## src/rtl/env_pkg.sv

```systemverilog
// ----------------------------------------------------------------------------
// env_pkg
// Shared types and constants for the envelope generator.
//   env_state_t  : 3-bit envelope state encoding (IDLE..RELEASE)
//   LEVEL_W      : envelope level width
//   LEVEL_MAX    : full-scale envelope level
//   SAMPLE_W     : audio sample width
//   release_dec(): per-tick RELEASE decrement derived from the 4-bit rate
// ----------------------------------------------------------------------------
package env_pkg;

    localparam int unsigned LEVEL_W   = 10;
    localparam int unsigned LEVEL_MAX = 1023;
    localparam int unsigned SAMPLE_W  = 16;

    typedef enum logic [2:0] {
        StIdle    = 3'd0,
        StAttack  = 3'd1,
        StDecay   = 3'd2,
        StSustain = 3'd3,
        StRelease = 3'd4
    } env_state_t;

    // rate*4+3 is just the rate with two ones appended (range 3..63).
    function automatic logic [6:0] release_dec(input logic [3:0] rate);
        return {1'b0, rate, 2'b11};
    endfunction

endpackage

```

## src/rtl/env_prescaler.sv

```systemverilog
// ----------------------------------------------------------------------------
// env_prescaler
// Divides the master clock down to a one-cycle envelope tick.
//   phiM : master clock
//   IC   : asynchronous active-high reset
//   tick : high for the single cycle in which the count equals TICK_DIV-1
// ----------------------------------------------------------------------------
module env_prescaler #(
    parameter int unsigned TICK_DIV = 1000
) (
    input  logic phiM,
    input  logic IC,
    output logic tick
);

    localparam logic [15:0] LAST = 16'(TICK_DIV - 1);

    logic [15:0] r_cnt;

    assign tick = (r_cnt == LAST);

    always_ff @(posedge phiM or posedge IC) begin
        if (IC) begin
            r_cnt <= '0;
        end else if (tick) begin
            r_cnt <= '0;
        end else begin
            r_cnt <= r_cnt + 16'd1;
        end
    end

endmodule

```

## src/rtl/env_gen.sv

```systemverilog
// ----------------------------------------------------------------------------
// env_gen
// ADSR envelope generator with sample multiplier.
//   phiM             : master clock
//   IC               : asynchronous active-high reset
//   key_on           : note gate level
//   attack_rate      : ATTACK increment per tick (0 = hold)
//   decay_rate       : DECAY decrement per tick (0 = hold)
//   sustain_lvl      : sustain target in units of 64
//   release_rate     : RELEASE decrement code (rate*4+3 per tick)
//   sample_in/valid  : signed oscillator sample and its strobe
//   sample_out/valid : enveloped sample, one cycle after sample_valid
//   env_level        : current envelope level 0..1023
//   env_state        : current envelope state encoding
// ----------------------------------------------------------------------------
module env_gen
    import env_pkg::*;
#(
    parameter int unsigned TICK_DIV = 1000
) (
    input  logic                       phiM,
    input  logic                       IC,
    input  logic                       key_on,
    input  logic [4:0]                 attack_rate,
    input  logic [4:0]                 decay_rate,
    input  logic [3:0]                 sustain_lvl,
    input  logic [3:0]                 release_rate,
    input  logic signed [SAMPLE_W-1:0] sample_in,
    input  logic                       sample_valid,
    output logic signed [SAMPLE_W-1:0] sample_out,
    output logic                       sample_out_valid,
    output logic [LEVEL_W-1:0]         env_level,
    output logic [2:0]                 env_state
);

    logic                       w_tick;
    logic                       w_rise;
    logic                       w_fall;
    logic [LEVEL_W:0]           w_att_sum;
    logic [LEVEL_W-1:0]         w_target;
    logic signed [LEVEL_W:0]    w_dec_diff;
    logic signed [LEVEL_W:0]    w_rel_diff;
    logic signed [26:0]         w_product;
    logic                       w_unused_prod;

    logic                       r_key_q;
    env_state_t                 r_state;
    logic [LEVEL_W-1:0]         r_level;
    logic signed [SAMPLE_W-1:0] r_sample;
    logic                       r_valid;

    env_prescaler #(
        .TICK_DIV (TICK_DIV)
    ) u_prescaler (
        .phiM (phiM),
        .IC   (IC),
        .tick (w_tick)
    );

    assign w_rise = key_on & ~r_key_q;
    assign w_fall = ~key_on & r_key_q;

    // One extra bit so overflow past full scale and underflow below zero are visible.
    assign w_att_sum  = {1'b0, r_level} + {6'b0, attack_rate};
    assign w_target   = {sustain_lvl, 6'b0};
    assign w_dec_diff = $signed({1'b0, r_level}) - $signed({6'b0, decay_rate});
    assign w_rel_diff = $signed({1'b0, r_level}) - $signed({4'b0, release_dec(release_rate)});

    // Level is zero-extended so it multiplies as a non-negative signed value.
    assign w_product     = sample_in * $signed({1'b0, r_level});
    assign w_unused_prod = ^{w_product[26], w_product[9:0]};

    // Envelope FSM; an accepted key edge takes priority over the tick update.
    always_ff @(posedge phiM or posedge IC) begin
        if (IC) begin
            r_key_q <= 1'b0;
            r_state <= StIdle;
            r_level <= '0;
        end else begin
            r_key_q <= key_on;
            if (w_rise) begin
                r_state <= StAttack;
            end else if (w_fall && (r_state == StAttack || r_state == StDecay ||
                                    r_state == StSustain)) begin
                r_state <= StRelease;
            end else if (w_tick) begin
                unique case (r_state)
                    StIdle: begin
                        r_level <= '0;
                    end
                    StAttack: begin
                        if (w_att_sum >= (LEVEL_W + 1)'(LEVEL_MAX)) begin
                            r_level <= LEVEL_W'(LEVEL_MAX);
                            r_state <= StDecay;
                        end else begin
                            r_level <= w_att_sum[LEVEL_W-1:0];
                        end
                    end
                    StDecay: begin
                        if (r_level <= w_target) begin
                            r_state <= StSustain;
                        end else if (w_dec_diff <= $signed({1'b0, w_target})) begin
                            r_level <= w_target;
                            r_state <= StSustain;
                        end else begin
                            r_level <= w_dec_diff[LEVEL_W-1:0];
                        end
                    end
                    StSustain: begin
                        r_level <= r_level;
                    end
                    StRelease: begin
                        if (w_rel_diff[LEVEL_W] || (w_rel_diff == '0)) begin
                            r_level <= '0;
                            r_state <= StIdle;
                        end else begin
                            r_level <= w_rel_diff[LEVEL_W-1:0];
                        end
                    end
                    default: begin
                        r_state <= StIdle;
                        r_level <= '0;
                    end
                endcase
            end
        end
    end

    // Sample path: capture the scaled product on each valid, hold otherwise.
    always_ff @(posedge phiM or posedge IC) begin
        if (IC) begin
            r_sample <= '0;
            r_valid  <= 1'b0;
        end else begin
            r_valid <= sample_valid;
            if (sample_valid) begin
                r_sample <= w_product[25:10];
            end
        end
    end

    // Muting on IDLE also hides any sample held over from the RELEASE tail.
    assign sample_out       = (r_state == StIdle) ? '0 : r_sample;
    assign sample_out_valid = r_valid;
    assign env_level        = r_level;
    assign env_state        = r_state;

endmodule

```

## config.mk

```make
export PLATFORM = sky130hd
export DESIGN_NAME = env_gen
export DESIGN_NICKNAME = d
export VERILOG_FILES = /design/src/rtl/env_pkg.sv /design/src/rtl/env_prescaler.sv /design/src/rtl/env_gen.sv
export SDC_FILE = /design/constraint.sdc
export NUM_CORES = 1
export LEC_CHECK = 0
export CORE_MARGIN = 2
export CORE_UTILIZATION = 55
export DETAILED_ROUTE_END_ITERATION = 8
export PLACE_DENSITY_LB_ADDON = 0.25
export SLEW_MARGIN = 20
export SYNTH_ARGS = -nofsm -noshare
export SYNTH_HDL_FRONTEND = slang
export SYNTH_HIERARCHICAL = 1
export SYNTH_SLANG_ARGS = --single-unit
export TNS_END_PERCENT = 10
```

## constraint.sdc

```tcl
create_clock -name phiM -period 8.3 [get_ports phiM]
set_input_delay 0.83 -clock phiM [delete_from_list [all_inputs] [get_ports phiM]]
set_output_delay 0.83 -clock phiM [all_outputs]
set_load 0.005 [all_outputs]
```

==> results.py <==
metrics = {
    "routing": {
        "drt-wirelength-per-cell_um": 16.8,
        "initialDrtViolationCount": 373,
        "finalWirelength_um": 21400,
        "drc": 0,
        "drtAntennaViolNets": 0,
        "firstDrtPassIters": 8,
        "avgViaCountPerCell": 5.61,
        "vias": 7158,
    },
    "clocking": {
        "ctsRootBufferMaster": "clkbuf_16",
        "postCtsHoldBufs": 0,
        "cts_tree": "yes",
        "clk_latency_ns": 0.28,
        "post_cts_resized": 0,
        "post-cts-setup-buffer-count": 0,
        "cts_made_buffers": 5,
        "clk_pin_slew_worst_paths_ns": 0.07,
        "clock-sinks": 47,
        "clockBufferDepth": 2,
        "cts_htree_levels": 2,
    },
    "critical_path": {
        "worst_path_largest_cell_delay_ns": 0.60,
        "rrSetupSlack_ns": 2.15,
        "crit_path_start_kind": "primary input",
        "cpMostUsedCell": "fa_1",
        "arrival_ns": 6.59,
        "crit_fanout": 10,
        "slowest_stage": "clkdlybuf4s50_1",
        "worst-path-buf-inv": 5,
        "critPathRequiredTime_ns": 8.47,
        "r2r-start": "env_level[6]",
        "ff2ff_path_depth": 19,
        "setup.worst_path.class": "in2reg",
        "cp_top_family": "adder cells",
        "reg2reg_to": "r_sample[15]",
        "cp-end-kind": "register",
        "crit_path_cell_trace": "clkdlybuf4s50_1 -> and2_1 -> fa_1 -> inv_1 -> fa_1 -> inv_1 -> fa_1 -> fa_1 -> inv_1 -> fa_1 -> inv_1 -> ha_1 -> a21oi_2 -> o21ai_2 -> a311oi_2 -> o21ai_2 -> o2111ai_4 -> a311oi_1 -> or3_1 -> a31o_1",
    },
    "cells_and_area": {
        "n_antenna_cell": 0,
        "utilization": 0.619,
        "final_nets": 1317,
        "synthToLayoutAreaGrowth_pct": 10.8,
        "drive_above_1_share": 0.0501,
    },
    "global_routing": {
        "grt_pass1_vias": 7700,
        "grt_max_degree": 32,
        "grt_pass1_wl_um": 37100,
        "antenna_found_initial": 0,
        "grt_usage": 0.261,
        "grt_overflow_total": 0,
    },
    "sta": {
        "finClkSkew_ns": 0.00524,
        "period_needed_ns": 6.42,
        "setup_viol": 0,
        "worst_slew_pin_slew_ns": 1.10,
        "rsz0062_at_grt": "false",
        "fin_ws_ns": 1.88,
        "max_freq_mhz": 156,
        "period_share": 0.773,
        "fin_setup_tns_ns": 0,
        "hold_viol": 0,
        "relSlewSlack": 0.266,
        "hold_slack_ns": 0.470,
        "slew_violations": 0,
    },
    "place": {
        "place_ws_ns": 1.61,
        "gp_congestion": 0.936,
        "portBuffers": 67,
        "hpwl_um": 17000,
    },
    "die": {
        "start_util": 0.558,
        "io_pins": 68,
        "row_count": 47,
        "chipHeight_um": 133,
        "fp.dieW_um": 133,
        "core_area_sq_um": 16500,
        "die_area_sq_um": 17800,
    },
    "worst_hold_path": {
        "hold_class": "reg2reg",
        "min_delay_path_depth": 1,
        "min_to": "u_prescaler/r_cnt[15]",
        "hold_start": "u_prescaler/r_cnt[15]",
    },
    "run": {
        "maxCapViolCount": 0,
    },
    "pwr": {
        "power_density_nw_per_um2": 88.8,
        "pwr-share-comb": 0.457,
        "intPower_uw": 581,
        "clkPwrFrac": 0.232,
        "p_sw_frac": 0.358,
        "power.share.sequential": 0.312,
        "finalPower_uw": 904,
        "switchingPower_uw": 323,
        "peakVddDrop_uv": 124,
        "leakagePower_nw": 5.00,
    },
    "synth": {
        "ys_warn_count": 6,
        "yosys_most_used_dff": "dfrtp_1",
        "ys_async_sr_fraction": 1.00,
        "synth_nets": 1280,
        "synthCells": 1019,
        "synth-seq-cells": 47,
        "synth-edff-count": 0,
        "synth_area_sq_um": 9190,
        "yosysSeqAreaShare": 0.128,
        "synth.avg_cell_area_sq_um": 9.02,
        "ys_types": 67,
    },
    "outcome": {
        "status": "complete, no violations",
    },
}
[worst reg2reg max path: cells and delay by family (launching register included)]
family                   cells  cell delay (ns)
adder cells (fa/ha/maj)      6             2.66
AO/OA/AOI/OAI                7             1.41
flip-flops                   1             1.07
AND/OR/NAND/NOR              2             0.62
buffers and inverters        4             0.27
[through the flow]
step / cell area [sq um] / std cells
2_1_floorplan: 9190 / 1019
3_3_place_gp: 10000 / 1269
3_5_place_dp: 10000 / 1269
4_1_cts: 10200 / 1277
5_1_grt: 10200 / 1277
6_report: 10200 / 1277
[how the worst max path moves through the flow]
stage / end / start / depth (start not counted) / slack (ns)
detailed placement: r_sample[15] / sample_in[3] / 20 / 1.61
global route: r_sample[15] / sample_in[3] / 20 / 1.61
finish: r_sample[15] / sample_in[3] / 20 / 1.88
global placement: r_sample[15] / sample_in[3] / 20 / 1.72
floorplan: r_sample[15] / sample_in[3] / 20 / 2.41
CTS: r_sample[15] / sample_in[3] / 20 / 1.89
[power groups by stage]
stage	combinational, mW	sequential, mW	clock [mW]
after CTS	0.417	0.281	0.213
after floorplan	0.276	0.272	0
after global placement	0.406	0.284	0
after detailed placement	0.414	0.284	0
after global routing	0.464	0.286	0.223
final	0.413	0.282	0.210
[registers in the layout (all words and copies together), names as in the netlist]
signal	flops
r_sample	16
u_prescaler/r_cnt	16
env_level	10
env_state	3
r_key_q	1
sample_out_valid	1
[area by class of cell]
type | count | area [sq um]
timing repair buffer | 77 | 746
clock inverter | 2 | 13.8
multi-input combinational | 735 | 7120
inverter | 190 | 713
fill | 1408 | 6280
clock buffer | 6 | 139
sequential | 47 | 1180
tap | 220 | 275
[logic make-up (layout without fill, tap and decap cells)]
logic type               Yosys count  after routing  synth area share
AND/OR/NAND/NOR                  309            309             0.181
buffers and inverters            237            275            0.0976
adder cells (fa/ha/maj)          223            223             0.420
AO/OA/AOI/OAI                    138            138             0.108
XOR/XNOR                          53             53            0.0505
flip-flops                        47             47             0.128
multiplexers                      12             12            0.0147
[layout by cell type, fill, tap and decap left out, types with 3 or more instances in the layout]
cell type        Yosys  layout
fa_1               143     143
o21a_1               7       7
xor2_1              19      19
o21ai_1              4       4
and2_1              89      89
mux2_2              11      11
a31oi_1              6       6
a22oi_1              3       3
nor4_1               3       3
a311oi_1             4       4
inv_1              190     190
o211ai_1             3       3
o21ai_2              3       3
nand2_1             97      97
nor2b_1             23      23
o221ai_1             3       3
o22ai_1              3       3
o21ai_0             24      24
xnor2_1             34      34
a21oi_1             30      30
nand3_1             10      10
buf_4                1      10
nand4_1             12      12
o32ai_1              3       3
a21o_1              13      13
or3_1                7       7
a211oi_1             7       7
ha_1                80      80
nor3_1              17      16
clkdlybuf4s50_1      0      67
and3_1               3       3
dfrtp_1             47      47
nor2_1              26      26
nand2b_1             7       7
clkbuf_16            0       5
[metal layers]
metal	part of all wire	global-route usage	wire, um	up-vias
met5	0	0	0	-
met1	0.42	0.344	9020	3557
met4	0.026	0.0739	561	0
met2	0.50	0.458	10700	249
li1	-	-	-	3307
met3	0.054	0.0289	1150	45
[cell usage after synthesis (all sizes together) (5+ instances only)]
cell type	number	area [sq um]
clkbuf	40	150
inv	190	713
xor2	19	166
and2	91	572
ha	80	1000
nand2	97	364
o21ai	31	166
nand4	14	109
nor2	27	104
a311oi	5	50.0
buf	7	33.8
nor4	5	43.8
xnor2	34	298
fa	143	2860
nand2b	7	43.8
a211oi	7	52.6
dfrtp	47	1180
o21a	7	52.6
nand3	10	50.1
mux2	12	135
nor2b	23	144
a21o	13	97.6
or3	7	43.8
a21oi	32	168
a31oi	8	80.1
nor3	19	111
No activity file was read; power rests on OpenSTA's default activity.
